`config.mk`:
```
export PLATFORM = sky130hd
export DESIGN_NAME = pipe_hazard_ctrl_flat
export DESIGN_NICKNAME = d
export VERILOG_FILES = /design/src/rtl/pipe_hazard_if.sv /design/src/rtl/pipe_hazard_ctrl.sv /design/src/flat_wrapper.sv
export SDC_FILE = /design/constraint.sdc
export NUM_CORES = 1
export LEC_CHECK = 0
export ABC_CLOCK_PERIOD_IN_PS = 6400
export CAP_MARGIN = 10
export CELL_PAD_IN_SITES_DETAIL_PLACEMENT = 2
export CELL_PAD_IN_SITES_GLOBAL_PLACEMENT = 2
export CORE_AREA = 2 2 77 79
export CTS_CLUSTER_DIAMETER = 40
export CTS_CLUSTER_SIZE = 20
export DETAILED_ROUTE_END_ITERATION = 10
export DIE_AREA = 0 0 79 81
export PLACE_DENSITY = 0.85
export REMOVE_ABC_BUFFERS = 1
export SETUP_SLACK_MARGIN = 0.2
export SYNTH_ARGS = -nofsm -noshare
export SYNTH_HDL_FRONTEND = slang
export SYNTH_SLANG_ARGS = --single-unit
```
`constraint.sdc`:
```
create_clock -name clk -period 6.4 [get_ports clk]
set_clock_uncertainty 0.15 [all_clocks]
set_input_delay 0.96 -clock clk [delete_from_list [all_inputs] [get_ports clk]]
set_output_delay 0.96 -clock clk [all_outputs]
set_load 0.05 [all_outputs]
```
`src/rtl/pipe_hazard_if.sv`:
```
// Pipeline-control bundle between the core datapath and pipe_hazard_ctrl.
// The master drives hazard inputs and the slave (controller) drives stage enables.
interface pipe_hazard_if #(
    parameter int unsigned REG_ADDR_W = 5,
    parameter int unsigned CNT_W      = 16
);
    logic [REG_ADDR_W-1:0] id_rs1;
    logic [REG_ADDR_W-1:0] id_rs2;
    logic                  id_uses_rs1;
    logic                  id_uses_rs2;
    logic                  ex_mem_read;
    logic [REG_ADDR_W-1:0] ex_rd;
    logic                  ex_branch_taken;
    logic                  imem_ready;
    logic                  mem_access;
    logic                  dmem_ready;

    logic                  pc_we;
    logic                  if_id_we;
    logic                  if_id_flush;
    logic                  id_ex_we;
    logic                  id_ex_bubble;
    logic                  ex_mem_hold;
    logic                  imem_timeout;
    logic [CNT_W-1:0]      stall_cycles;

    modport master (
        output id_rs1, id_rs2, id_uses_rs1, id_uses_rs2, ex_mem_read, ex_rd,
               ex_branch_taken, imem_ready, mem_access, dmem_ready,
        input  pc_we, if_id_we, if_id_flush, id_ex_we, id_ex_bubble, ex_mem_hold,
               imem_timeout, stall_cycles
    );

    modport slave (
        input  id_rs1, id_rs2, id_uses_rs1, id_uses_rs2, ex_mem_read, ex_rd,
               ex_branch_taken, imem_ready, mem_access, dmem_ready,
        output pc_we, if_id_we, if_id_flush, id_ex_we, id_ex_bubble, ex_mem_hold,
               imem_timeout, stall_cycles
    );
endinterface

```
`src/rtl/pipe_hazard_ctrl.sv`:
```
// Hazard/sequencing controller for the 5-stage core: load-use, branch redirect,
// imem wait and dmem wait, with Mealy stage enables and a saturating stall counter.
module pipe_hazard_ctrl #(
    parameter int unsigned REG_ADDR_W   = 5,
    parameter int unsigned FLUSH_CYCLES = 1,
    parameter int unsigned IMEM_TIMEOUT = 7,
    parameter int unsigned CNT_W        = 16
) (
    input  logic         clk,
    input  logic         rst_n,
    pipe_hazard_if.slave bus
);
    localparam int unsigned FLUSH_W = 3;
    localparam int unsigned IMEM_W  = 8;

    localparam logic [1:0] ST_RUN   = 2'd0;
    localparam logic [1:0] ST_FLUSH = 2'd1;
    localparam logic [1:0] ST_IWAIT = 2'd2;

    localparam logic [REG_ADDR_W-1:0] RD_ZERO = '0;

    logic [1:0]         state_q, state_n;
    logic [FLUSH_W-1:0] flush_cnt_q, flush_cnt_n;
    logic [IMEM_W-1:0]  imem_cnt_q, imem_cnt_n;
    logic               timeout_q, timeout_n;
    logic [CNT_W-1:0]   stall_q;

    logic pc_we_c, if_id_we_c, if_id_flush_c, id_ex_we_c, id_ex_bubble_c, ex_mem_hold_c;
    logic dstall, lduse, ifwait;

    assign dstall = bus.mem_access & ~bus.dmem_ready;
    assign lduse  = bus.ex_mem_read & (bus.ex_rd != RD_ZERO) &
                    ((bus.id_uses_rs1 & (bus.id_rs1 == bus.ex_rd)) |
                     (bus.id_uses_rs2 & (bus.id_rs2 == bus.ex_rd)));
    assign ifwait = ~bus.imem_ready;

    // State, counters and sticky timeout.
    always_ff @(posedge clk or negedge rst_n) begin
        if (!rst_n) begin
            state_q     <= ST_RUN;
            flush_cnt_q <= '0;
            imem_cnt_q  <= '0;
            timeout_q   <= 1'b0;
        end else begin
            state_q     <= state_n;
            flush_cnt_q <= flush_cnt_n;
            imem_cnt_q  <= imem_cnt_n;
            timeout_q   <= timeout_n;
        end
    end

    // Counts every post-reset cycle in which the PC did not advance.
    always_ff @(posedge clk or negedge rst_n) begin
        if (!rst_n) begin
            stall_q <= '0;
        end else if (!pc_we_c && (stall_q != '1)) begin
            stall_q <= stall_q + CNT_W'(1);
        end
    end

    // Hazard priority: dstall > branch > lduse > flush squash > ifwait > normal.
    always_comb begin
        pc_we_c        = 1'b1;
        if_id_we_c     = 1'b1;
        if_id_flush_c  = 1'b0;
        id_ex_we_c     = 1'b1;
        id_ex_bubble_c = 1'b0;
        ex_mem_hold_c  = 1'b0;
        state_n        = state_q;
        flush_cnt_n    = flush_cnt_q;
        imem_cnt_n     = imem_cnt_q;
        timeout_n      = timeout_q;

        if (dstall) begin
            pc_we_c       = 1'b0;
            if_id_we_c    = 1'b0;
            id_ex_we_c    = 1'b0;
            ex_mem_hold_c = 1'b1;
        end else if (bus.ex_branch_taken) begin
            if_id_we_c     = 1'b0;
            if_id_flush_c  = 1'b1;
            id_ex_bubble_c = 1'b1;
            imem_cnt_n     = '0;
            if (FLUSH_CYCLES > 1) begin
                state_n     = ST_FLUSH;
                flush_cnt_n = FLUSH_W'(FLUSH_CYCLES - 1);
            end else begin
                state_n     = ST_RUN;
                flush_cnt_n = '0;
            end
        end else if (lduse) begin
            pc_we_c        = 1'b0;
            if_id_we_c     = 1'b0;
            id_ex_bubble_c = 1'b1;
        end else if (state_q == ST_FLUSH) begin
            pc_we_c       = bus.imem_ready;
            if_id_we_c    = 1'b0;
            if_id_flush_c = 1'b1;
            if (bus.imem_ready) begin
                if (flush_cnt_q <= FLUSH_W'(1)) begin
                    flush_cnt_n = '0;
                    state_n     = ST_RUN;
                end else begin
                    flush_cnt_n = flush_cnt_q - FLUSH_W'(1);
                end
            end
        end else if (ifwait) begin
            pc_we_c       = 1'b0;
            if_id_we_c    = 1'b0;
            if_id_flush_c = 1'b1;
            state_n       = ST_IWAIT;
            if (imem_cnt_q != '1) begin
                imem_cnt_n = imem_cnt_q + IMEM_W'(1);
            end
            if (imem_cnt_n >= IMEM_W'(IMEM_TIMEOUT)) begin
                timeout_n = 1'b1;
            end
        end else begin
            state_n    = ST_RUN;
            imem_cnt_n = '0;
        end

        // Hold the pipeline in a safe squash pattern while reset is asserted.
        if (!rst_n) begin
            pc_we_c        = 1'b0;
            if_id_we_c     = 1'b0;
            if_id_flush_c  = 1'b1;
            id_ex_we_c     = 1'b1;
            id_ex_bubble_c = 1'b1;
            ex_mem_hold_c  = 1'b0;
        end
    end

    assign bus.pc_we        = pc_we_c;
    assign bus.if_id_we     = if_id_we_c;
    assign bus.if_id_flush  = if_id_flush_c;
    assign bus.id_ex_we     = id_ex_we_c;
    assign bus.id_ex_bubble = id_ex_bubble_c;
    assign bus.ex_mem_hold  = ex_mem_hold_c;
    assign bus.imem_timeout = timeout_q;
    assign bus.stall_cycles = stall_q;
endmodule

```
`src/flat_wrapper.sv`:
```
// flat-port wrapper written by rule: the top's interface ports become plain ports
module pipe_hazard_ctrl_flat 
#(
    parameter int unsigned REG_ADDR_W   = 5,
    parameter int unsigned FLUSH_CYCLES = 1,
    parameter int unsigned IMEM_TIMEOUT = 7,
    parameter int unsigned CNT_W        = 16
)
  (clk, rst_n, bus_id_rs1, bus_id_rs2, bus_id_uses_rs1, bus_id_uses_rs2, bus_ex_mem_read, bus_ex_rd, bus_ex_branch_taken, bus_imem_ready, bus_mem_access, bus_dmem_ready, bus_pc_we, bus_if_id_we, bus_if_id_flush, bus_id_ex_we, bus_id_ex_bubble, bus_ex_mem_hold, bus_imem_timeout, bus_stall_cycles);
  pipe_hazard_if #(.REG_ADDR_W(REG_ADDR_W), .CNT_W(CNT_W)) bus_i ();
  input  logic clk;
  input  logic rst_n;
  input wire logic [$bits(bus_i.id_rs1)-1:0] bus_id_rs1;
  input wire logic [$bits(bus_i.id_rs2)-1:0] bus_id_rs2;
  input wire logic [$bits(bus_i.id_uses_rs1)-1:0] bus_id_uses_rs1;
  input wire logic [$bits(bus_i.id_uses_rs2)-1:0] bus_id_uses_rs2;
  input wire logic [$bits(bus_i.ex_mem_read)-1:0] bus_ex_mem_read;
  input wire logic [$bits(bus_i.ex_rd)-1:0] bus_ex_rd;
  input wire logic [$bits(bus_i.ex_branch_taken)-1:0] bus_ex_branch_taken;
  input wire logic [$bits(bus_i.imem_ready)-1:0] bus_imem_ready;
  input wire logic [$bits(bus_i.mem_access)-1:0] bus_mem_access;
  input wire logic [$bits(bus_i.dmem_ready)-1:0] bus_dmem_ready;
  output wire logic [$bits(bus_i.pc_we)-1:0] bus_pc_we;
  output wire logic [$bits(bus_i.if_id_we)-1:0] bus_if_id_we;
  output wire logic [$bits(bus_i.if_id_flush)-1:0] bus_if_id_flush;
  output wire logic [$bits(bus_i.id_ex_we)-1:0] bus_id_ex_we;
  output wire logic [$bits(bus_i.id_ex_bubble)-1:0] bus_id_ex_bubble;
  output wire logic [$bits(bus_i.ex_mem_hold)-1:0] bus_ex_mem_hold;
  output wire logic [$bits(bus_i.imem_timeout)-1:0] bus_imem_timeout;
  output wire logic [$bits(bus_i.stall_cycles)-1:0] bus_stall_cycles;
  assign bus_i.id_rs1 = bus_id_rs1;
  assign bus_i.id_rs2 = bus_id_rs2;
  assign bus_i.id_uses_rs1 = bus_id_uses_rs1;
  assign bus_i.id_uses_rs2 = bus_id_uses_rs2;
  assign bus_i.ex_mem_read = bus_ex_mem_read;
  assign bus_i.ex_rd = bus_ex_rd;
  assign bus_i.ex_branch_taken = bus_ex_branch_taken;
  assign bus_i.imem_ready = bus_imem_ready;
  assign bus_i.mem_access = bus_mem_access;
  assign bus_i.dmem_ready = bus_dmem_ready;
  assign bus_pc_we = bus_i.pc_we;
  assign bus_if_id_we = bus_i.if_id_we;
  assign bus_if_id_flush = bus_i.if_id_flush;
  assign bus_id_ex_we = bus_i.id_ex_we;
  assign bus_id_ex_bubble = bus_i.id_ex_bubble;
  assign bus_ex_mem_hold = bus_i.ex_mem_hold;
  assign bus_imem_timeout = bus_i.imem_timeout;
  assign bus_stall_cycles = bus_i.stall_cycles;
  pipe_hazard_ctrl #(.REG_ADDR_W(REG_ADDR_W), .FLUSH_CYCLES(FLUSH_CYCLES), .IMEM_TIMEOUT(IMEM_TIMEOUT), .CNT_W(CNT_W)) u_core (.clk(clk), .rst_n(rst_n), .bus(bus_i));
endmodule
```
==> flow_summary_export.csv <==
group,metric,value,unit
run_status,status,"finished clean",
logic_synthesis,postSynthCellCount,169,
worst_setup_path,r2r_start,"u_core.bus.stall_cycles[2]",
logic_synthesis,async_flop_share,1.00,
timing,finalHoldViolations,0,
detailed_routing,ant_nets,0,
floorplanning,rows,28,
grt,grt_max_degree,30,
logic_synthesis,synthesis.area,0.00155,mm2
timing,drv_slew,0,
detailed_routing,dr.max_layer_used,"met4",
worst_setup_path,required,5290,ps
final_layout,register_area,626,um2
worst_setup_path,crit_path_start_kind,"input port",
min_path,hold_path.class,"reg -> reg",
placement,place_inst,288,
min_path,min_path_cells,1,
pwr,p_leak,0.862,nW
logic_synthesis,yosysTopAreaCellShare,0.405,
final_layout,instances_no_fill,292,
final_layout,multi_input_comb_area,891,um2
detailed_routing,wl_per_cell,16.4,um
cts,cts_setup_buffers,0,
worst_setup_path,r2r_end,"u_core.bus.stall_cycles[1]",
logic_synthesis,synth_top_cells_by_count,"dfrtp_1, xnor2_1, nand2_1",
min_path,hold_end,"u_core.bus.imem_timeout",
timing,tightestPinTransition,521,ps
cts,cts-resized-gates,0,
logic_synthesis,synthDistinctLibCells,43,
worst_setup_path,critPathKind,"in -> out",
worst_setup_path,arrival,3580,ps
logic_synthesis,ys_seq_area_frac,0.405,
min_path,min_from,"u_core.bus.imem_timeout",
timing,setup_tns,0,ps
grt,grt_pass1_vias,1616,
logic_synthesis,yosysTopAreaCell,"dfrtp_1",
cts,cts_buffer_depth,2,
flow_run,drv_cap,0,
placement,dp_slack,1690,ps
floorplanning,die_y,81,um
placement,port_buffers,46,
grt,grt.overflow.total,0,
final_layout,final_util,0.377,
final_layout,drive_above_1_share,0.0691,
final_layout,nets,244,
logic_synthesis,synth_area_leaders,"dfrtp_1, xnor2_1, nand2_1",
floorplanning,core,0.00568,mm2
logic_synthesis,ys_seq_elements,25,
detailed_routing,drt-vias-per-instance,4.96,
pwr,ir_worst_vdd,0.165,mV
logic_synthesis,synth_mux_area_frac,0.00728,
detailed_routing,route.vias.total,1449,
timing,post-route-period-util,0.733,
cts,cts_sinks,25,
grt,antenna_found_initial,0,
detailed_routing,wl_met1,2.09,mm
detailed_routing,wl_met2,2.56,mm
floorplanning,ioPinCount,47,
cts,clk_latency,280,ps
grt,grt_pass1_wl,8.22,mm
timing,fmaxAchievable,213,MHz
grt,grt_use_total,0.163,
timing,setup_violations,0,
logic_synthesis,synth-adder-area-share,0.0162,
floorplanning,start_util,0.272,
detailed_routing,drt_pass1_iterations,4,
cts,htree_levels,1,
timing,relSlewSlack,0.651,
logic_synthesis,ys_warn_count,0,
timing,rsz0062_at_grt,"no",
cts,ctsHoldBuffers,0,
timing,setup_ws,1710,ps
pwr,p_total,0.000555,W
placement,hpwl,3.80,mm
floorplanning,dieArea,0.00640,mm2
cts,cts_inserted_buffers,3,
floorplanning,die_w,79,um
worst_setup_path,r2r_cells,6,
logic_synthesis,synth_xor_area_frac,0.146,
timing,finalCriticalPeriod,4690,ps
detailed_routing,drcViolationCount,0,
logic_synthesis,avgSynthCellArea,9.15,um2
worst_setup_path,r2r_setup_slack,4110,ps
detailed_routing,drt-total-wl,4.78,mm
worst_setup_path,cp-end-kind,"output pin",
worst_setup_path,cp_max_fo,7,
final_layout,syn2layout_area_growth,38.5,%
logic_synthesis,synth.most_common_cell,"dfrtp_1",
final_layout,fill_cells,662,
logic_synthesis,synth_simple_gate_area_frac,0.282,
cts,cts.clk_slew.worst_paths,90,ps
logic_synthesis,synth_top_family_by_area,"simple AND/OR/NAND/NOR gates",
logic_synthesis,synthFlopType,"dfrtp_1",
cts,cts_tree,"built",
detailed_routing,drt_iter0_drc,44,
cts,cts_root_buf,"clkbuf_8",
final_layout,num_antenna_cells,0,
placement,place.gp.congestion,0.786,
logic_synthesis,synth-compound-area-share,0.124,
logic_synthesis,synth_edf_count,0,
pwr,power.density,259,mW/mm2
detailed_routing,met3_length,96,um
## power breakdown
group	switching (W)	internal [W]	total, W
Combinational	0.000147	0.0000940	0.000241
Sequential	0.0000310	0.000183	0.000214
Clock	0.0000561	0.0000443	0.000100
Total	0.000234	0.000321	0.000555
## cell families after synthesis
kind of cell | count (synthesis)
simple gates | 83
compound gates | 26
xor+xnor | 25
flops | 25
buf+inv | 7
fa+ha+maj | 2
mux | 1
## per-layer routing
metal,global-route usage,up-vias
li1,-,700
met1,0.196,727
met2,0.312,18
met3,0.0267,4
met4,0.0259,0
met5,0,-
## flip-flops by register name, indices dropped and copies added (netlist names)
register                 flops
u_core.bus.imem_timeout      1
u_core.bus.stall_cycles     16
u_core.imem_cnt_q            8
## layout by cell type (no fill, tap or decap), drive strengths merged, types with 2 or more instances in the layout
cell,n
nor2b,2
and2,4
nor4,2
nand4,9
inv,4
or3,2
o311ai,2
xnor2,24
o21ai,6
clkbuf,3
nand2,22
nand3,13
nor3,2
and3,6
a21oi,6
or4,2
clkdlybuf4s50,46
dfrtp,25
nor2,15
ha,2
a21o,2
## worst max-delay path by stage
| stage | start | slack [ps] | end |
|---|---|---|---|
| 2_1_floorplan | bus_ex_rd[0] | 2240 | bus_if_id_flush |
| 3_3_place_gp | bus_ex_rd[0] | 1760 | bus_if_id_flush |
| 3_5_place_dp | bus_ex_rd[0] | 1690 | bus_if_id_flush |
| 4_1_cts | bus_ex_rd[0] | 1670 | bus_if_id_flush |
| 5_1_grt | bus_ex_rd[0] | 1550 | bus_if_id_flush |
| 6_report | bus_ex_rd[0] | 1710 | bus_if_id_flush |
## per-stage QoR
stage               hold slack, ps  area [um2]
finish                         317        2140
CTS                            325        2140
floorplan                      355        1530
global route                   342        2140
detailed placement             306        2090
global placement               293        2090
## final cells by class
class,count,share of cell area
multi-input combinational,137,0.416
sequential,25,0.292
timing repair buffer,47,0.218
tap,75,0.0438
clock buffer,3,0.0193
inverter,4,0.00701
clock inverter,1,0.00350
## critical path, stage by stage
cell and delay, ps:
clkdlybuf4s50_1 470, or4_1 540, o21a_1 240, nand3b_4 120, nand2_1 180, o21ai_0 230, clkdlybuf4s50_1 830
Note: power is estimated with default switching activity, not from simulation.
